==> src/rtl/uart_pkg.sv <==
// ============================================================================
// Module      : uart_pkg
// Description : Shared constants for the UART transmit feeder: FSM encoding,
//               byte width and bytes-per-word helper.
// Revision    : 1.0 - initial release
// ============================================================================
`default_nettype none

package uart_pkg;

    localparam int BYTE_WIDTH = 8;

    // One-hot feeder FSM encoding
    localparam logic [3:0] c_ST_IDLE = 4'b0001;
    localparam logic [3:0] c_ST_LOAD = 4'b0010;
    localparam logic [3:0] c_ST_SEND = 4'b0100;
    localparam logic [3:0] c_ST_GAP  = 4'b1000;

    function automatic int nbytes(input int word_width);
        return word_width / BYTE_WIDTH;
    endfunction

endpackage

`default_nettype wire

==> src/rtl/sync_fifo.sv <==
// ============================================================================
// Module      : sync_fifo
// Description : Single-clock word FIFO with registered flags, occupancy count,
//               registered read data and a sticky overflow flag.
// Revision    : 1.0 - initial release
// ============================================================================
`default_nettype none

module sync_fifo #(
    parameter int WIDTH      = 32,
    parameter int DEPTH      = 16,
    parameter int ADDR_WIDTH = 4
) (
    input  logic                  CLK100MHZ,
    input  logic                  RESET,
    input  logic                  i_wr_en,
    input  logic [WIDTH-1:0]      i_wr_data,
    input  logic                  i_rd_en,
    output logic [WIDTH-1:0]      o_rd_data,
    output logic                  o_full,
    output logic                  o_empty,
    output logic [ADDR_WIDTH:0]   o_count,
    output logic                  o_overflow
);

    localparam logic [ADDR_WIDTH:0] c_DEPTH = (ADDR_WIDTH + 1)'(DEPTH);

    logic [WIDTH-1:0]      r_mem [DEPTH];
    logic [ADDR_WIDTH-1:0] r_wr_ptr;
    logic [ADDR_WIDTH-1:0] r_rd_ptr;
    logic [ADDR_WIDTH:0]   r_count;
    logic [ADDR_WIDTH:0]   w_count_nxt;
    logic                  r_full;
    logic                  r_empty;
    logic                  r_overflow;
    logic [WIDTH-1:0]      r_rd_data;
    logic                  w_push;
    logic                  w_pop;

    // A write while full is dropped even if a pop frees a slot this cycle
    assign w_push = i_wr_en & ~r_full;
    assign w_pop  = i_rd_en & ~r_empty;

    always_comb begin
        w_count_nxt = r_count;
        if (w_push && !w_pop) begin
            w_count_nxt = r_count + 1'b1;
        end else if (w_pop && !w_push) begin
            w_count_nxt = r_count - 1'b1;
        end
    end

    always_ff @(posedge CLK100MHZ) begin
        if (w_push) begin
            r_mem[r_wr_ptr] <= i_wr_data;
        end
    end

    always_ff @(posedge CLK100MHZ or posedge RESET) begin
        if (RESET) begin
            r_wr_ptr   <= '0;
            r_rd_ptr   <= '0;
            r_count    <= '0;
            r_full     <= 1'b0;
            r_empty    <= 1'b1;
            r_overflow <= 1'b0;
            r_rd_data  <= '0;
        end else begin
            if (w_push) begin
                r_wr_ptr <= r_wr_ptr + 1'b1;
            end
            if (w_pop) begin
                r_rd_ptr  <= r_rd_ptr + 1'b1;
                r_rd_data <= r_mem[r_rd_ptr];
            end
            if (i_wr_en && r_full) begin
                r_overflow <= 1'b1;
            end
            r_count <= w_count_nxt;
            r_full  <= (w_count_nxt == c_DEPTH);
            r_empty <= (w_count_nxt == '0);
        end
    end

    assign o_rd_data  = r_rd_data;
    assign o_full     = r_full;
    assign o_empty    = r_empty;
    assign o_count    = r_count;
    assign o_overflow = r_overflow;

endmodule

`default_nettype wire

==> src/rtl/uart_tx_word_feeder.sv <==
// ============================================================================
// Module      : uart_tx_word_feeder
// Description : Buffers result words and feeds them LSB byte first to the UART
//               transmitter over its TXEN-level / DONE-pulse handshake.
// Revision    : 1.0 - initial release
// ============================================================================
`default_nettype none

module uart_tx_word_feeder
    import uart_pkg::*;
#(
    parameter int WORD_WIDTH = 32,
    parameter int FIFO_DEPTH = 16,
    parameter int ADDR_WIDTH = 4
) (
    input  logic                  CLK100MHZ,
    input  logic                  RESET,
    input  logic                  WR_EN,
    input  logic [WORD_WIDTH-1:0] WR_DATA,
    output logic                  FULL,
    output logic                  EMPTY,
    output logic [ADDR_WIDTH:0]   COUNT,
    output logic                  OVERFLOW,
    output logic                  BUSY,
    output logic                  TXEN,
    output logic [7:0]            TX_DATA,
    input  logic                  TX_DONE
);

    localparam int c_NBYTES = nbytes(WORD_WIDTH);
    localparam int c_BIDX_W = (c_NBYTES > 1) ? $clog2(c_NBYTES) : 1;
    localparam logic [c_BIDX_W-1:0] c_LAST_BIDX = c_BIDX_W'(c_NBYTES - 1);

    logic [3:0]            r_state;
    logic [3:0]            w_state_nxt;
    logic [WORD_WIDTH-1:0] r_sr;
    logic [c_BIDX_W-1:0]   r_bidx;
    logic                  r_txen;
    logic [7:0]            r_tx_data;

    logic                  w_pop;
    logic                  w_sr_load;
    logic                  w_send_done;
    logic                  w_next_byte;
    logic                  w_last_byte;

    logic [WORD_WIDTH-1:0] w_fifo_rdata;
    logic                  w_fifo_empty;

    sync_fifo #(
        .WIDTH      (WORD_WIDTH),
        .DEPTH      (FIFO_DEPTH),
        .ADDR_WIDTH (ADDR_WIDTH)
    ) u_fifo (
        .CLK100MHZ  (CLK100MHZ),
        .RESET      (RESET),
        .i_wr_en    (WR_EN),
        .i_wr_data  (WR_DATA),
        .i_rd_en    (w_pop),
        .o_rd_data  (w_fifo_rdata),
        .o_full     (FULL),
        .o_empty    (w_fifo_empty),
        .o_count    (COUNT),
        .o_overflow (OVERFLOW)
    );

    assign w_last_byte = (r_bidx == c_LAST_BIDX);

    always_ff @(posedge CLK100MHZ or posedge RESET) begin
        if (RESET) begin
            r_state <= c_ST_IDLE;
        end else begin
            r_state <= w_state_nxt;
        end
    end

    always_comb begin
        w_state_nxt = r_state;
        case (r_state)
            c_ST_IDLE: if (!w_fifo_empty) w_state_nxt = c_ST_LOAD;
            c_ST_LOAD: w_state_nxt = c_ST_SEND;
            c_ST_SEND: if (TX_DONE) w_state_nxt = c_ST_GAP;
            c_ST_GAP: begin
                if (!w_last_byte) begin
                    w_state_nxt = c_ST_SEND;
                end else if (!w_fifo_empty) begin
                    w_state_nxt = c_ST_LOAD;
                end else begin
                    w_state_nxt = c_ST_IDLE;
                end
            end
            default:   w_state_nxt = c_ST_IDLE;
        endcase
    end

    // TX_DONE only matters in SEND; everywhere else it is ignored
    always_comb begin
        w_pop       = 1'b0;
        w_sr_load   = 1'b0;
        w_send_done = 1'b0;
        w_next_byte = 1'b0;
        case (r_state)
            c_ST_IDLE: w_pop       = ~w_fifo_empty;
            c_ST_LOAD: w_sr_load   = 1'b1;
            c_ST_SEND: w_send_done = TX_DONE;
            c_ST_GAP: begin
                w_next_byte = ~w_last_byte;
                w_pop       = w_last_byte & ~w_fifo_empty;
            end
            default: ;
        endcase
    end

    // TXEN and TX_DATA are registered on the edge entering SEND so the byte is stable for the frame
    always_ff @(posedge CLK100MHZ or posedge RESET) begin
        if (RESET) begin
            r_sr      <= '0;
            r_bidx    <= '0;
            r_txen    <= 1'b0;
            r_tx_data <= '0;
        end else if (w_sr_load) begin
            r_sr      <= w_fifo_rdata;
            r_bidx    <= '0;
            r_txen    <= 1'b1;
            r_tx_data <= w_fifo_rdata[7:0];
        end else if (w_send_done) begin
            r_sr      <= r_sr >> BYTE_WIDTH;
            r_txen    <= 1'b0;
        end else if (w_next_byte) begin
            r_bidx    <= r_bidx + 1'b1;
            r_txen    <= 1'b1;
            r_tx_data <= r_sr[7:0];
        end
    end

    assign EMPTY   = w_fifo_empty;
    assign BUSY    = (r_state != c_ST_IDLE);
    assign TXEN    = r_txen;
    assign TX_DATA = r_tx_data;

endmodule

`default_nettype wire

==> config.mk <==
export PLATFORM = sky130hd
export DESIGN_NAME = uart_tx_word_feeder
export DESIGN_NICKNAME = d
export VERILOG_FILES = /design/src/rtl/uart_pkg.sv /design/src/rtl/sync_fifo.sv /design/src/rtl/uart_tx_word_feeder.sv
export SDC_FILE = /design/constraint.sdc
export NUM_CORES = 1
export LEC_CHECK = 0
export CELL_PAD_IN_SITES_DETAIL_PLACEMENT = 1
export CELL_PAD_IN_SITES_GLOBAL_PLACEMENT = 1
export CORE_AREA = 2 2 206 208
export CTS_BUF_LIST = sky130_fd_sc_hd__clkbuf_8
export DETAILED_ROUTE_END_ITERATION = 12
export DIE_AREA = 0 0 208 210
export GPL_TIMING_DRIVEN = 0
export PLACE_DENSITY = 0.79
export SYNTH_ARGS = -nofsm -noshare
export SYNTH_HDL_FRONTEND = slang
export SYNTH_SLANG_ARGS = --single-unit
export TNS_END_PERCENT = 100
==> constraint.sdc <==
create_clock -name CLK100MHZ -period 4.9 [get_ports CLK100MHZ]
set_input_delay 0.98 -clock CLK100MHZ [delete_from_list [all_inputs] [get_ports CLK100MHZ]]
set_output_delay 0.98 -clock CLK100MHZ [all_outputs]
set_load 0.005 [all_outputs]
==> tab_implementation.tex, run 1 <==
\begin{tabular}{lr}
\hline
Metric & Value \\
\hline
\multicolumn{2}{l}{\textbf{Synth}} \\
Fraction of registers with async set or reset after synthesis & between 10\% and 20\% \\
Top flip-flop cell by instance count after synthesis & sky130\_fd\_sc\_hd\_\_edfxtp\_1 \\
Synthesized Nets & between 1000 and 1500 \\
Post-synthesis instance total & approximately 1200 \\
Post-synthesis average cell area & between 20 and 25 um2 \\
Syn Std Cell Area & about 23000 um2 \\
Library cells used by synthesis & 50 \\
Number of synthesized register bits & a little over 600 \\
Part of the Yosys area used for sequential elements & around three quarters \\
EDFF count, synth & 512 \\
Number of synthesis warnings & 0 \\
\multicolumn{2}{l}{\textbf{Placed design}} \\
Final RePlAce weighted congestion & approximately 0.79 \\
Port buffer count & 53 \\
Post-placement cell area & roughly 25000 um2 \\
HPWL after detailed placement & about 38000 um \\
\multicolumn{2}{l}{\textbf{Clocking}} \\
TritonCTS buffer count & 96 \\
CTS tree & built \\
Buffers inserted by post-CTS timing repair & 0 \\
Root Driver & sky130\_fd\_sc\_hd\_\_clkbuf\_8 \\
Skew-Pair Late Insertion Delay & 0.67 ns \\
Register clock-pin slew on the reported worst setup and hold paths & around 0.07 ns \\
Hold buffer count at CTS & 0 \\
Number of gates resized after CTS & 0 \\
Clock buffer depth & 3 \\
Maximum level of the CTS H-tree & 3 \\
CTS Sinks & slightly above 600 \\
\multicolumn{2}{l}{\textbf{Die}} \\
Initial core utilization & between 50\% and 60\% \\
Num ports & 54 \\
Die Span Y & 210 um \\
Core region area & roughly 41000 um2 \\
\# rows & 75 \\
Horiz. Die Dim & approximately 210 um \\
DIE AREA & around 44000 um2 \\
\multicolumn{2}{l}{\textbf{Global routing}} \\
Number of antenna violations at the first check in global routing & 2 \\
Gr usage total & between 20\% and 30\% \\
Largest net degree at the start of global routing & 68 \\
Number of global-route vias before repair & between 10000 and 15000 \\
Sum of overflow across all layers after global routing & 0 \\
Wire length of the first global-routing pass & between 90000 and 100000 um \\
\multicolumn{2}{l}{\textbf{Detailed routing}} \\
Via density per instance & roughly 6.4 \\
Routed via count & between 10000 and 15000 \\
Wire per inst & 30.8 um \\
Remaining DRCs & 0 \\
Wirelength, routed & around 60000 um \\
Pre-Repair DR Iteration Count & 5 \\
Initial drt markers & 1324 \\
Residual antenna-violating net count after detailed routing & 0 \\
\multicolumn{2}{l}{\textbf{Critical path}} \\
Crit Path Class & input pin to flop \\
Setup crit end kind & flop \\
Worst Path Max Fanout & 10 \\
Required time at the endpoint of the critical path & $\sim$5.3 ns \\
WP data arrival & roughly 4.0 ns \\
Reg2Reg Depth & 7 \\
Crit path launch type & input pin \\
\multicolumn{2}{l}{\textbf{Run}} \\
Max-cap check violation count & 0 \\
\multicolumn{2}{l}{\textbf{Layout}} \\
Post-route design area & approximately 27000 um2 \\
Inserted Diodes & 0 \\
Area of the multi-input gates & approximately 5400 um2 \\
Area growth from synthesis to layout & 15.5\% \\
Net count, final & approximately 1400 \\
FF+latch area & approximately 18000 um2 \\
Fraction of layout instances using a drive strength above 1 & between 20 and 30\% \\
Layout filler cell count & 3476 \\
\multicolumn{2}{l}{\textbf{Pwr}} \\
Cell area power density & around 590 nW/um2 \\
Part of the total power dissipated in combinational logic & around a third \\
Sequential power share & around 43\% \\
Final Total Pwr & 16000 uW \\
Static leakage & about 0.0093 uW \\
Net Sw Frac & between 30\% and 40\% \\
Maximum resistive drop on vdd & 0.000247 V \\
Clock network fraction of total power & about a quarter \\
Switching Power & approximately 5400 uW \\
Internal power summed over all cells & between 10000 and 15000 uW \\
\multicolumn{2}{l}{\textbf{STA}} \\
Maximum clock frequency & around 0.28 GHz \\
Worst hold slack & approximately 0.46 ns \\
Largest clock skew in the final design & approximately 0.026 ns \\
Slew at the pin with the worst max-slew slack & 1.42 ns \\
Setup repair after global routing missed its margin & false \\
Final hold viol count & 0 \\
Worst slew margin relative to its limit & 5.21\% \\
Period utilization & between 70\% and 80\% \\
Setup violation total in the final timing report & 0 \\
Shortest clock period the worst path allows after layout & between 3 and 4 ns \\
Final Max Tran Viols & 0 \\
\multicolumn{2}{l}{\textbf{Min path}} \\
Kind of path behind the tightest hold check & flop to flop \\
Worst Hold Depth & 1 \\
\multicolumn{2}{l}{\textbf{Run status}} \\
Run status & complete, no violations \\
\hline
\end{tabular}
[routing by layer]
metal / track usage (%) / wire length [um] / vias up
met3: 6.24 / 4930 / 162
met4: 11.1 / 1990 / 4
li1: - / - / 5080
met2: 46.7 / 29800 / 669
met1: 38.5 / 23600 / 6648
met5: 0 / 23 / -
[area by class of cell]
cell class                 instances  share of cell area (%)
sequential                       607                    65.8
multi-input combinational        477                    19.9
clock buffer                     105                    5.35
timing repair buffer              83                    3.81
tap                              539                    2.50
clock inverter                    77                    1.34
buffer                            63                    1.16
inverter                           7                   0.107
[critical path, cell delays in order]
cell	delay [ns]
sky130_fd_sc_hd__clkdlybuf4s50_1	0.52
sky130_fd_sc_hd__nor2b_1	0.38
sky130_fd_sc_hd__clkbuf_1	0.40
sky130_fd_sc_hd__nand2_1	0.38
sky130_fd_sc_hd__nor3_2	0.68
sky130_fd_sc_hd__buf_6	0.25
sky130_fd_sc_hd__buf_4	0.23
sky130_fd_sc_hd__buf_6	0.17
[cells in the mapped netlist (all sizes together), types with 3 or more instances]
| cell | count | area [um2] |
|---|---|---|
| a21boi | 5 | 37.5 |
| a21oi | 6 | 30.0 |
| a221o | 7 | 70.1 |
| a22o | 8 | 70.1 |
| a22oi | 34 | 255 |
| buf | 35 | 208 |
| clkbuf | 28 | 105 |
| dfrtp | 93 | 2330 |
| edfxtp | 512 | 15400 |
| ha | 8 | 100 |
| inv | 7 | 26.3 |
| mux2 | 31 | 349 |
| mux2i | 42 | 420 |
| mux4 | 128 | 2880 |
| nand2 | 73 | 274 |
| nand2b | 3 | 18.8 |
| nand3 | 14 | 70.1 |
| nand4 | 3 | 18.8 |
| nor2 | 29 | 111 |
| nor2b | 6 | 37.5 |
| nor3 | 8 | 40.0 |
| o21ai | 36 | 180 |
| o311ai | 5 | 43.8 |
| xnor2 | 8 | 70.1 |
[registers in the layout, summed over array words and instances, names as in the netlist, 2 cells and up]
name              count
u_fifo.o_count        5
r_sr                 32
r_state               4
u_fifo.r_mem        512
r_bidx                2
TX_DATA               8
u_fifo.r_wr_ptr       4
u_fifo.o_rd_data     32
u_fifo.r_rd_ptr       4
[layout by cell type, fill, tap and decap left out, types with 7 or more instances in the layout]
| cell type | n |
|---|---|
| sky130_fd_sc_hd__clkbuf_1 | 28 |
| sky130_fd_sc_hd__o21ai_1 | 15 |
| sky130_fd_sc_hd__inv_1 | 41 |
| sky130_fd_sc_hd__mux2i_1 | 42 |
| sky130_fd_sc_hd__buf_1 | 10 |
| sky130_fd_sc_hd__clkinv_2 | 16 |
| sky130_fd_sc_hd__clkdlybuf4s50_1 | 53 |
| sky130_fd_sc_hd__nand3_1 | 14 |
| sky130_fd_sc_hd__a22oi_1 | 34 |
| sky130_fd_sc_hd__dfrtp_1 | 93 |
| sky130_fd_sc_hd__xnor2_1 | 8 |
| sky130_fd_sc_hd__ha_1 | 8 |
| sky130_fd_sc_hd__o21ai_0 | 21 |
| sky130_fd_sc_hd__mux2_2 | 31 |
| sky130_fd_sc_hd__nor2_1 | 16 |
| sky130_fd_sc_hd__buf_4 | 10 |
| sky130_fd_sc_hd__mux4_2 | 128 |
| sky130_fd_sc_hd__a221o_1 | 7 |
| sky130_fd_sc_hd__nand2_1 | 73 |
| sky130_fd_sc_hd__buf_2 | 13 |
| sky130_fd_sc_hd__edfxtp_1 | 512 |
| sky130_fd_sc_hd__clkinv_1 | 19 |
| sky130_fd_sc_hd__nor2_4 | 12 |
| sky130_fd_sc_hd__buf_12 | 8 |
| sky130_fd_sc_hd__a22o_1 | 8 |
| sky130_fd_sc_hd__clkbuf_8 | 105 |
| sky130_fd_sc_hd__buf_6 | 18 |
[worst paths after layout]
path	end	startpoint	slack, ns
max	u_fifo.r_mem[3][0]$_DFFE_PP_	WR_EN	1.27
min	u_fifo.o_overflow$_DFFE_PP0P_	u_fifo.o_overflow$_DFFE_PP0P_	0.46
max reg2reg	u_fifo.r_mem[3][0]$_DFFE_PP_	u_fifo.o_full$_DFF_PP0_	1.73
min reg2reg	u_fifo.o_overflow$_DFFE_PP0P_	u_fifo.o_overflow$_DFFE_PP0P_	0.46
max in group asynchronous	u_fifo.o_empty$_DFF_PP1_	RESET	3.50
min in group asynchronous	r_sr[9]$_DFFE_PP0P_	RESET	0.68
[through the flow]
stage	utilization (%)	setup TNS (ns)	setup slack [ns]	std cells
5_1_grt	65.1	0	1.11	1958
2_1_floorplan	-	0	0.477	1154
4_1_cts	65.1	0	1.29	1958
3_5_place_dp	60.7	0	0.589	1776
6_report	65.1	0	1.27	1958
3_3_place_gp	59.2	-854.42	-2.95	1746
[cell families (layout without fill, tap and decap cells)]
kind of cell | count (synthesis) | after routing | share of synthesized area [%]
flops | 607 | 607 | 76.0
xor+xnor | 10 | 10 | 0.375
buf+inv | 70 | 335 | 1.45
compound gates | 112 | 112 | 3.33
simple gates | 146 | 146 | 2.80
fa+ha+maj | 8 | 8 | 0.428
mux | 201 | 201 | 15.6
[power by group through the flow]
stage	logic (uW)	clock network (uW)	registers (uW)
final	5120	4050	6860
after global routing	5440	4310	6920
after CTS	5130	4090	6850
after detailed placement	5060	0	6940
after global placement	4640	0	6940
after floorplan	3260	0	6760
Power figures use the tool's default switching activity.
==> run 2: changes to the inputs <==
--- a/config.mk
+++ b/config.mk
@@ -7,12 +7,12 @@
 export LEC_CHECK = 0
 export CELL_PAD_IN_SITES_DETAIL_PLACEMENT = 1
 export CELL_PAD_IN_SITES_GLOBAL_PLACEMENT = 1
-export CORE_AREA = 2 2 206 208
+export CORE_AREA = 2 2 218 220
 export CTS_BUF_LIST = sky130_fd_sc_hd__clkbuf_8
 export DETAILED_ROUTE_END_ITERATION = 12
-export DIE_AREA = 0 0 208 210
+export DIE_AREA = 0 0 220 222
 export GPL_TIMING_DRIVEN = 0
-export PLACE_DENSITY = 0.79
+export PLACE_DENSITY = 0.74
 export SYNTH_ARGS = -nofsm -noshare
 export SYNTH_HDL_FRONTEND = slang
 export SYNTH_SLANG_ARGS = --single-unit
==> constraint.sdc (replaced) <==
create_clock -name CLK100MHZ -period 3.2 [get_ports CLK100MHZ]
set_input_delay 0.64 -clock CLK100MHZ [delete_from_list [all_inputs] [get_ports CLK100MHZ]]
set_output_delay 0.64 -clock CLK100MHZ [all_outputs]
set_load 0.005 [all_outputs]
==> run 2 against run 1 <==
- final cell count rose by 3.0%
- clock skew rose by 0.0077 ns
- combinational power rose by 51%
- first-iteration DRC count fell by 8.9%
- global-route usage fell by 4.6 points
- clock power rose by 53%
- worst hold slack got worse by 0.074 ns
- largest power group unchanged
- critical path depth fell by 3
- count of clock-buffer cells in the layout fell by 1
- wire length fell by 6.2%
- die area rose by 12%
==> tab_implementation.tex, run 2 (synthesis results as in run 1) <==
\begin{tabular}{lr}
\hline
Metric & Value \\
\hline
\multicolumn{2}{l}{\textbf{Pwr}} \\
Part of the total power dissipated in combinational logic & a little under a third \\
Net Sw Frac & between 30\% and 40\% \\
Sequential power share & between 40\% and 50\% \\
Final Total Pwr & approximately 24000 uW \\
Cell area power density & around 900 nW/um2 \\
Clock network fraction of total power & between 20 and 30\% \\
Internal power summed over all cells & around 16000 uW \\
Static leakage & 0.00938 uW \\
Switching Power & roughly 8000 uW \\
Maximum resistive drop on vdd & approximately 0.00052 V \\
\multicolumn{2}{l}{\textbf{Clocking}} \\
TritonCTS buffer count & 95 \\
Root Driver & sky130\_fd\_sc\_hd\_\_clkbuf\_8 \\
Clock buffer depth & 3 \\
Maximum level of the CTS H-tree & 3 \\
Hold buffer count at CTS & 0 \\
CTS Sinks & 607 \\
Register clock-pin slew on the reported worst setup and hold paths & approximately 0.060 ns \\
Skew-Pair Late Insertion Delay & approximately 0.67 ns \\
CTS tree & built \\
\multicolumn{2}{l}{\textbf{STA}} \\
Shortest clock period the worst path allows after layout & between 3 and 4 ns \\
Worst hold slack & between 0.3 and 0.4 ns \\
Period utilization & about 95\% \\
Largest clock skew in the final design & around 0.034 ns \\
Setup violation total in the final timing report & 0 \\
Final hold viol count & 0 \\
Total negative setup slack & 0 ns \\
Final Max Tran Viols & 0 \\
Worst slew margin relative to its limit & 17.5\% \\
Setup repair after global routing missed its margin & false \\
Maximum clock frequency & between 0.3 and 0.4 GHz \\
Slew at the pin with the worst max-slew slack & 1.24 ns \\
\multicolumn{2}{l}{\textbf{Global routing}} \\
Number of global-route vias before repair & about 13000 \\
Wire length of the first global-routing pass & 84500 um \\
Number of antenna violations at the first check in global routing & 1 \\
Sum of overflow across all layers after global routing & 0 \\
Gr usage total & approximately a quarter \\
Largest net degree at the start of global routing & 62 \\
\multicolumn{2}{l}{\textbf{Die}} \\
Die Span Y & about 220 um \\
DIE AREA & $\sim$49000 um2 \\
Core region area & around 46000 um2 \\
\# rows & a little under 80 \\
Num ports & 54 \\
Horiz. Die Dim & 220 um \\
Initial core utilization & just over 50\% \\
\multicolumn{2}{l}{\textbf{Min path}} \\
Kind of path behind the tightest hold check & input pin to async pin \\
\multicolumn{2}{l}{\textbf{Critical path}} \\
WP data arrival & 3.56 ns \\
Start point of the critical path & u\_fifo.r\_rd\_ptr[1]\$\_DFFE\_PP0P\_ \\
Setup crit end kind & flop \\
Crit path launch type & flop \\
Flop-to-flop setup slack & 0.15 ns \\
Cell with the largest stage delay on the worst path & sky130\_fd\_sc\_hd\_\_clkbuf\_1 \\
Crit path buf inv count & 2 \\
Required time at the endpoint of the critical path & 3.71 ns \\
Delay-heaviest family, CP & buffers and inverters \\
Worst Path Max Fanout & 10 \\
Delay of the slowest cell on the worst path & $\sim$0.79 ns \\
Total stage count of the critical path & 5 \\
Reg2Reg Depth & 5 \\
Reg-to-reg startpoint & u\_fifo.r\_rd\_ptr[1]\$\_DFFE\_PP0P\_ \\
Crit Reg-Reg Endpoint & u\_fifo.o\_rd\_data[23]\$\_DFFE\_PP0P\_ \\
Crit Path Class & flop to flop \\
Destination of the critical timing path & u\_fifo.o\_rd\_data[23]\$\_DFFE\_PP0P\_ \\
Cell breakdown of the critical path & buf\_1 > clkbuf\_1 > mux4\_2 > mux2i\_1 > o21ai\_0 \\
\multicolumn{2}{l}{\textbf{Layout}} \\
Layout filler cell count & a little over 4000 \\
Final instance count without filler cells & 2017 \\
Area of the multi-input gates & roughly 5400 um2 \\
Net count, final & 1375 \\
FF+latch area & between 15000 and 20000 um2 \\
Number of flip-flops in the largest register & approximately 510 \\
Commonest cells after routing, fill and taps aside & sky130\_fd\_sc\_hd\_\_edfxtp\_1, sky130\_fd\_sc\_hd\_\_mux4\_2, sky130\_fd\_sc\_hd\_\_clkbuf\_8 \\
Most common cell after layout, fill and taps aside & sky130\_fd\_sc\_hd\_\_edfxtp\_1 \\
Post-route design area & 27200 um2 \\
Largest register by flop count & u\_fifo.r\_mem \\
Fraction of layout instances using a drive strength above 1 & approximately a quarter \\
Inserted Diodes & 0 \\
Area growth from synthesis to layout & 16.5\% \\
\multicolumn{2}{l}{\textbf{Detailed routing}} \\
Initial drt markers & about 1200 \\
Wirelength, routed & between 50000 and 60000 um \\
Remaining DRCs & 0 \\
Via density per instance & approximately 6 \\
Routed via count & between 10000 and 15000 \\
Pre-Repair DR Iteration Count & 6 \\
Wire per inst & roughly 28 um \\
Residual antenna-violating net count after detailed routing & 0 \\
\multicolumn{2}{l}{\textbf{Placed design}} \\
Port buffer count & between 50 and 60 \\
HPWL after detailed placement & 35600 um \\
Post-placement cell area & approximately 25000 um2 \\
Post-placement cell count & approximately 1800 \\
Final RePlAce weighted congestion & $\sim$0.75 \\
\multicolumn{2}{l}{\textbf{Run}} \\
Max-cap check violation count & 0 \\
\multicolumn{2}{l}{\textbf{Run status}} \\
Run status & complete, no violations \\
\hline
\end{tabular}
-- run 2: cell count changes in the layout (fill, tap and decap cells not counted), moves of 2 or more --
cell,before,now
sky130_fd_sc_hd__inv_8,2,0
sky130_fd_sc_hd__bufinv_16,1,3
sky130_fd_sc_hd__buf_16,6,16
sky130_fd_sc_hd__clkinv_1,19,17
sky130_fd_sc_hd__buf_12,8,5
sky130_fd_sc_hd__nor3_2,4,0
sky130_fd_sc_hd__nor3_4,0,4
sky130_fd_sc_hd__buf_6,18,4
sky130_fd_sc_hd__buf_8,0,4
sky130_fd_sc_hd__clkinv_2,16,12
-- run 2: power groups by stage --
stage,sequential [uW],combinational [uW],clock [uW]
global route,10600,8310,6660
CTS,10500,7830,6310
global placement,10600,7150,0
detailed placement,10600,7790,0
floorplan,10400,5000,0
finish,10500,7750,6200
-- run 2: metal layers --
metal	vias up	global-route usage [%]	share of wire, %
met2	482	38.6	49
met5	-	0	0.028
li1	5066	-	-
met3	93	4.05	6.4
met4	2	8.12	2.7
met1	6465	33.7	42
-- run 2: layout make-up --
cell class / count / area share, %
flip-flops and latches: 607 / 65.2
multi-input cells: 477 / 19.9
clock buffers: 104 / 5.26
repair buffers: 80 / 4.21
well taps: 607 / 2.79
clock inverters: 72 / 1.38
plain buffers: 63 / 1.15
inverters: 7 / 0.106
-- run 2: worst min path at each step --
stage,to,depth (start not counted),slack [ns],from
after global routing,r_state[3]$_DFFE_PP0P_,2,0.42,RESET
after detailed placement,r_sr[17]$_DFFE_PP0P_,2,0.47,r_sr[17]$_DFFE_PP0P_
after CTS,r_state[3]$_DFFE_PP0P_,2,0.38,RESET
after floorplan,u_fifo.o_rd_data[31]$_DFFE_PP0P_,2,0.44,u_fifo.o_rd_data[31]$_DFFE_PP0P_
after global placement,u_fifo.o_overflow$_DFFE_PP0P_,1,0.44,u_fifo.o_overflow$_DFFE_PP0P_
final,r_state[3]$_DFFE_PP0P_,2,0.39,RESET
-- run 2: timing repair --
item	CTS	global route
setup endpoints to repair	2	92
setup buffers	1	2
pin swaps	1	3
gates resized for setup	0	2
-- run 2: stage by stage --
step	utilization, %	setup slack, ns
global route	58.8	0.0892
CTS	58.8	0.0839
finish	58.8	0.154
floorplan	-	-0.0285
global placement	53.3	-2.65
detailed placement	54.8	-0.708
-- run 2: worst register-to-register path, cell delays in order (launching register included) --
cell	delay [ns]
sky130_fd_sc_hd__dfrtp_1	0.48
sky130_fd_sc_hd__buf_1	0.74
sky130_fd_sc_hd__clkbuf_1	0.80
sky130_fd_sc_hd__mux4_2	0.41
sky130_fd_sc_hd__mux2i_1	0.34
sky130_fd_sc_hd__o21ai_0	0.13
==> run 3: changes to the inputs <==
--- a/config.mk
+++ b/config.mk
@@ -12,7 +12,8 @@
 export DETAILED_ROUTE_END_ITERATION = 12
 export DIE_AREA = 0 0 220 222
 export GPL_TIMING_DRIVEN = 0
-export PLACE_DENSITY = 0.74
+export PLACE_DENSITY_LB_ADDON = 0.2
+export SLEW_MARGIN = 10
 export SYNTH_ARGS = -nofsm -noshare
 export SYNTH_HDL_FRONTEND = slang
 export SYNTH_SLANG_ARGS = --single-unit
==> run 3 against run 2 <==
- clock power is essentially flat
- final cell count grew 0.40%
- critical endpoint is now u_fifo.o_rd_data[26]$_DFFE_PP0P_
- maximum frequency grew 0.78%
- highest routed layer is now met4
- clock skew shrank 0.0090 ns
- sequential cell count is the same
- sequential share of layout area shrank 0.41 points
- sequential power is essentially flat
- worst hold slack lost 0.12 ns
- non-clock buffer count grew 7
==> tab_implementation.tex, run 3 (synthesis results as in run 1) <==
\begin{tabular}{lr}
\hline
Metric & Value \\
\hline
\multicolumn{2}{l}{\textbf{Run status}} \\
Run status & complete, no violations \\
\multicolumn{2}{l}{\textbf{Critical path}} \\
Required time at the endpoint of the critical path & $\sim$3.8 ns \\
Setup crit end kind & flop \\
Worst Path Max Fanout & 10 \\
Crit Reg-Reg Endpoint & u\_fifo.o\_rd\_data[26]\$\_DFFE\_PP0P\_ \\
Crit path launch type & flop \\
Flop-to-flop setup slack & $\sim$0.18 ns \\
Reg2Reg Depth & 5 \\
Cell breakdown of the critical path & buf\_1 > clkbuf\_1 > mux4\_2 > mux2i\_1 > o21ai\_1 \\
Crit Path Class & flop to flop \\
WP data arrival & roughly 3.6 ns \\
Cell with the largest stage delay on the worst path & sky130\_fd\_sc\_hd\_\_clkbuf\_1 \\
Reg-to-reg startpoint & u\_fifo.r\_rd\_ptr[1]\$\_DFFE\_PP0P\_ \\
Delay of the slowest cell on the worst path & approximately 0.8 ns \\
\multicolumn{2}{l}{\textbf{Global routing}} \\
Sum of overflow across all layers after global routing & 0 \\
Largest net degree at the start of global routing & 81 \\
Number of global-route vias before repair & around 13000 \\
Wire length of the first global-routing pass & between 80000 and 90000 um \\
Gr usage total & roughly 25\% \\
Number of antenna violations at the first check in global routing & 0 \\
\multicolumn{2}{l}{\textbf{Pwr}} \\
Cell area power density & between 800 and 900 nW/um2 \\
Final Total Pwr & about 25000 uW \\
Maximum resistive drop on vdd & roughly 0.0005 V \\
Static leakage & about 0.0095 uW \\
\multicolumn{2}{l}{\textbf{Layout}} \\
Layout filler cell count & 3990 \\
Post-route design area & $\sim$27000 um2 \\
Number of flip-flops in the largest register & around 510 \\
Net count, final & about 1400 \\
Fraction of layout instances using a drive strength above 1 & 25.8\% \\
Most common cell after layout, fill and taps aside & sky130\_fd\_sc\_hd\_\_edfxtp\_1 \\
Area growth from synthesis to layout & 17.2\% \\
Inserted Diodes & 0 \\
Largest register by flop count & u\_fifo.r\_mem \\
Commonest cells after routing, fill and taps aside & sky130\_fd\_sc\_hd\_\_edfxtp\_1, sky130\_fd\_sc\_hd\_\_mux4\_2, sky130\_fd\_sc\_hd\_\_clkbuf\_8 \\
\multicolumn{2}{l}{\textbf{Run}} \\
Max-cap check violation count & 0 \\
\multicolumn{2}{l}{\textbf{STA}} \\
Slew at the pin with the worst max-slew slack & between 1 and 1.5 ns \\
Period utilization & a little over nine tenths \\
Final hold viol count & 0 \\
Maximum clock frequency & about 0.33 GHz \\
Largest clock skew in the final design & around 0.025 ns \\
Setup violation total in the final timing report & 0 \\
Shortest clock period the worst path allows after layout & slightly above 3 ns \\
Worst slew margin relative to its limit & between 20\% and 30\% \\
Final Max Tran Viols & 0 \\
Setup repair after global routing missed its margin & false \\
\multicolumn{2}{l}{\textbf{Clocking}} \\
CTS tree & built \\
TritonCTS buffer count & 98 \\
Buffers inserted by post-CTS timing repair & 0 \\
CTS Sinks & 607 \\
Maximum level of the CTS H-tree & 3 \\
Clock buffer depth & 3 \\
Skew-Pair Late Insertion Delay & 0.68 ns \\
Number of gates resized after CTS & 0 \\
Hold buffer count at CTS & 0 \\
Root Driver & sky130\_fd\_sc\_hd\_\_clkbuf\_8 \\
Register clock-pin slew on the reported worst setup and hold paths & 0.06 ns \\
\multicolumn{2}{l}{\textbf{Placed design}} \\
HPWL after detailed placement & roughly 38000 um \\
Post-placement cell area & 25600 um2 \\
Final RePlAce weighted congestion & roughly 0.77 \\
Port buffer count & 53 \\
\multicolumn{2}{l}{\textbf{Min path}} \\
Kind of path behind the tightest hold check & input pin to async pin \\
\multicolumn{2}{l}{\textbf{Detailed routing}} \\
Routed via count & about 12000 \\
Residual antenna-violating net count after detailed routing & 0 \\
Remaining DRCs & 0 \\
Via density per instance & a little under 6 \\
Pre-Repair DR Iteration Count & 5 \\
Initial drt markers & roughly 1100 \\
Wire per inst & between 20 and 30 um \\
Wirelength, routed & about 57000 um \\
\multicolumn{2}{l}{\textbf{Die}} \\
DIE AREA & 48800 um2 \\
Num ports & 54 \\
Initial core utilization & approximately half \\
Die Span Y & 222 um \\
\# rows & slightly below 80 \\
Horiz. Die Dim & $\sim$220 um \\
Core region area & 46300 um2 \\
\hline
\end{tabular}
[run 3: layer usage]
layer,GRT usage (%),wire length [um]
met5,0,0
met4,7.66,1220
met3,4.25,3310
met2,38.4,27800
met1,35.8,25000
[run 3: per-stage QoR]
step	hold WS [ns]	worst slack (ns)	utilization [%]	std cells	TNS (ns)
floorplan	0.439	-0.0285	-	1154	-2.31
global placement	0.440	-2.93	53.3	1814	-1498.10
detailed placement	0.463	-0.637	55.3	1847	-112.73
CTS	0.218	0.0886	59.2	2024	0
global route	0.267	0.0186	59.2	2025	0
finish	0.266	0.177	59.2	2025	0
[run 3: where the power goes]
part	internal, uW	total (uW)	switching (uW)
clock network	3180	6190	3010
registers	9850	10500	628
logic	3460	7840	4380
total	16500	24500	8020
[run 3: final cells by class]
| type | count | area (um2) | area share [%] |
|---|---|---|---|
| Buffer | 63 | 313 | 1.14 |
| Clock buffer | 105 | 1450 | 5.28 |
| Clock inverter | 72 | 358 | 1.31 |
| Inverter | 7 | 31.3 | 0.114 |
| Multi-Input combinational cell | 477 | 5410 | 19.7 |
| Sequential cell | 607 | 17800 | 64.8 |
| Tap cell | 607 | 759 | 2.77 |
| Timing Repair Buffer | 87 | 1320 | 4.83 |
[run 3: worst max-delay path by stage]
stage	from	cells after the start	endpoint	slack, ns
2_1_floorplan	WR_EN	4	u_fifo.r_mem[15][0]$_DFFE_PP_	-0.03
3_3_place_gp	WR_EN	5	u_fifo.r_mem[15][23]$_DFFE_PP_	-2.93
3_5_place_dp	WR_EN	7	u_fifo.r_mem[2][26]$_DFFE_PP_	-0.64
4_1_cts	WR_EN	7	u_fifo.r_mem[2][26]$_DFFE_PP_	0.09
5_1_grt	u_fifo.r_rd_ptr[1]$_DFFE_PP0P_	5	u_fifo.o_rd_data[4]$_DFFE_PP0P_	0.02
6_report	u_fifo.r_rd_ptr[1]$_DFFE_PP0P_	5	u_fifo.o_rd_data[26]$_DFFE_PP0P_	0.18
[run 3: critical path: cells and delay by family, from the launching register on]
| kind | cells | cell delay, ns |
|---|---|---|
| buffers and inverters | 2 | 1.55 |
| multiplexers | 2 | 0.74 |
| flip-flops | 1 | 0.48 |
| AO/OA/AOI/OAI | 1 | 0.10 |
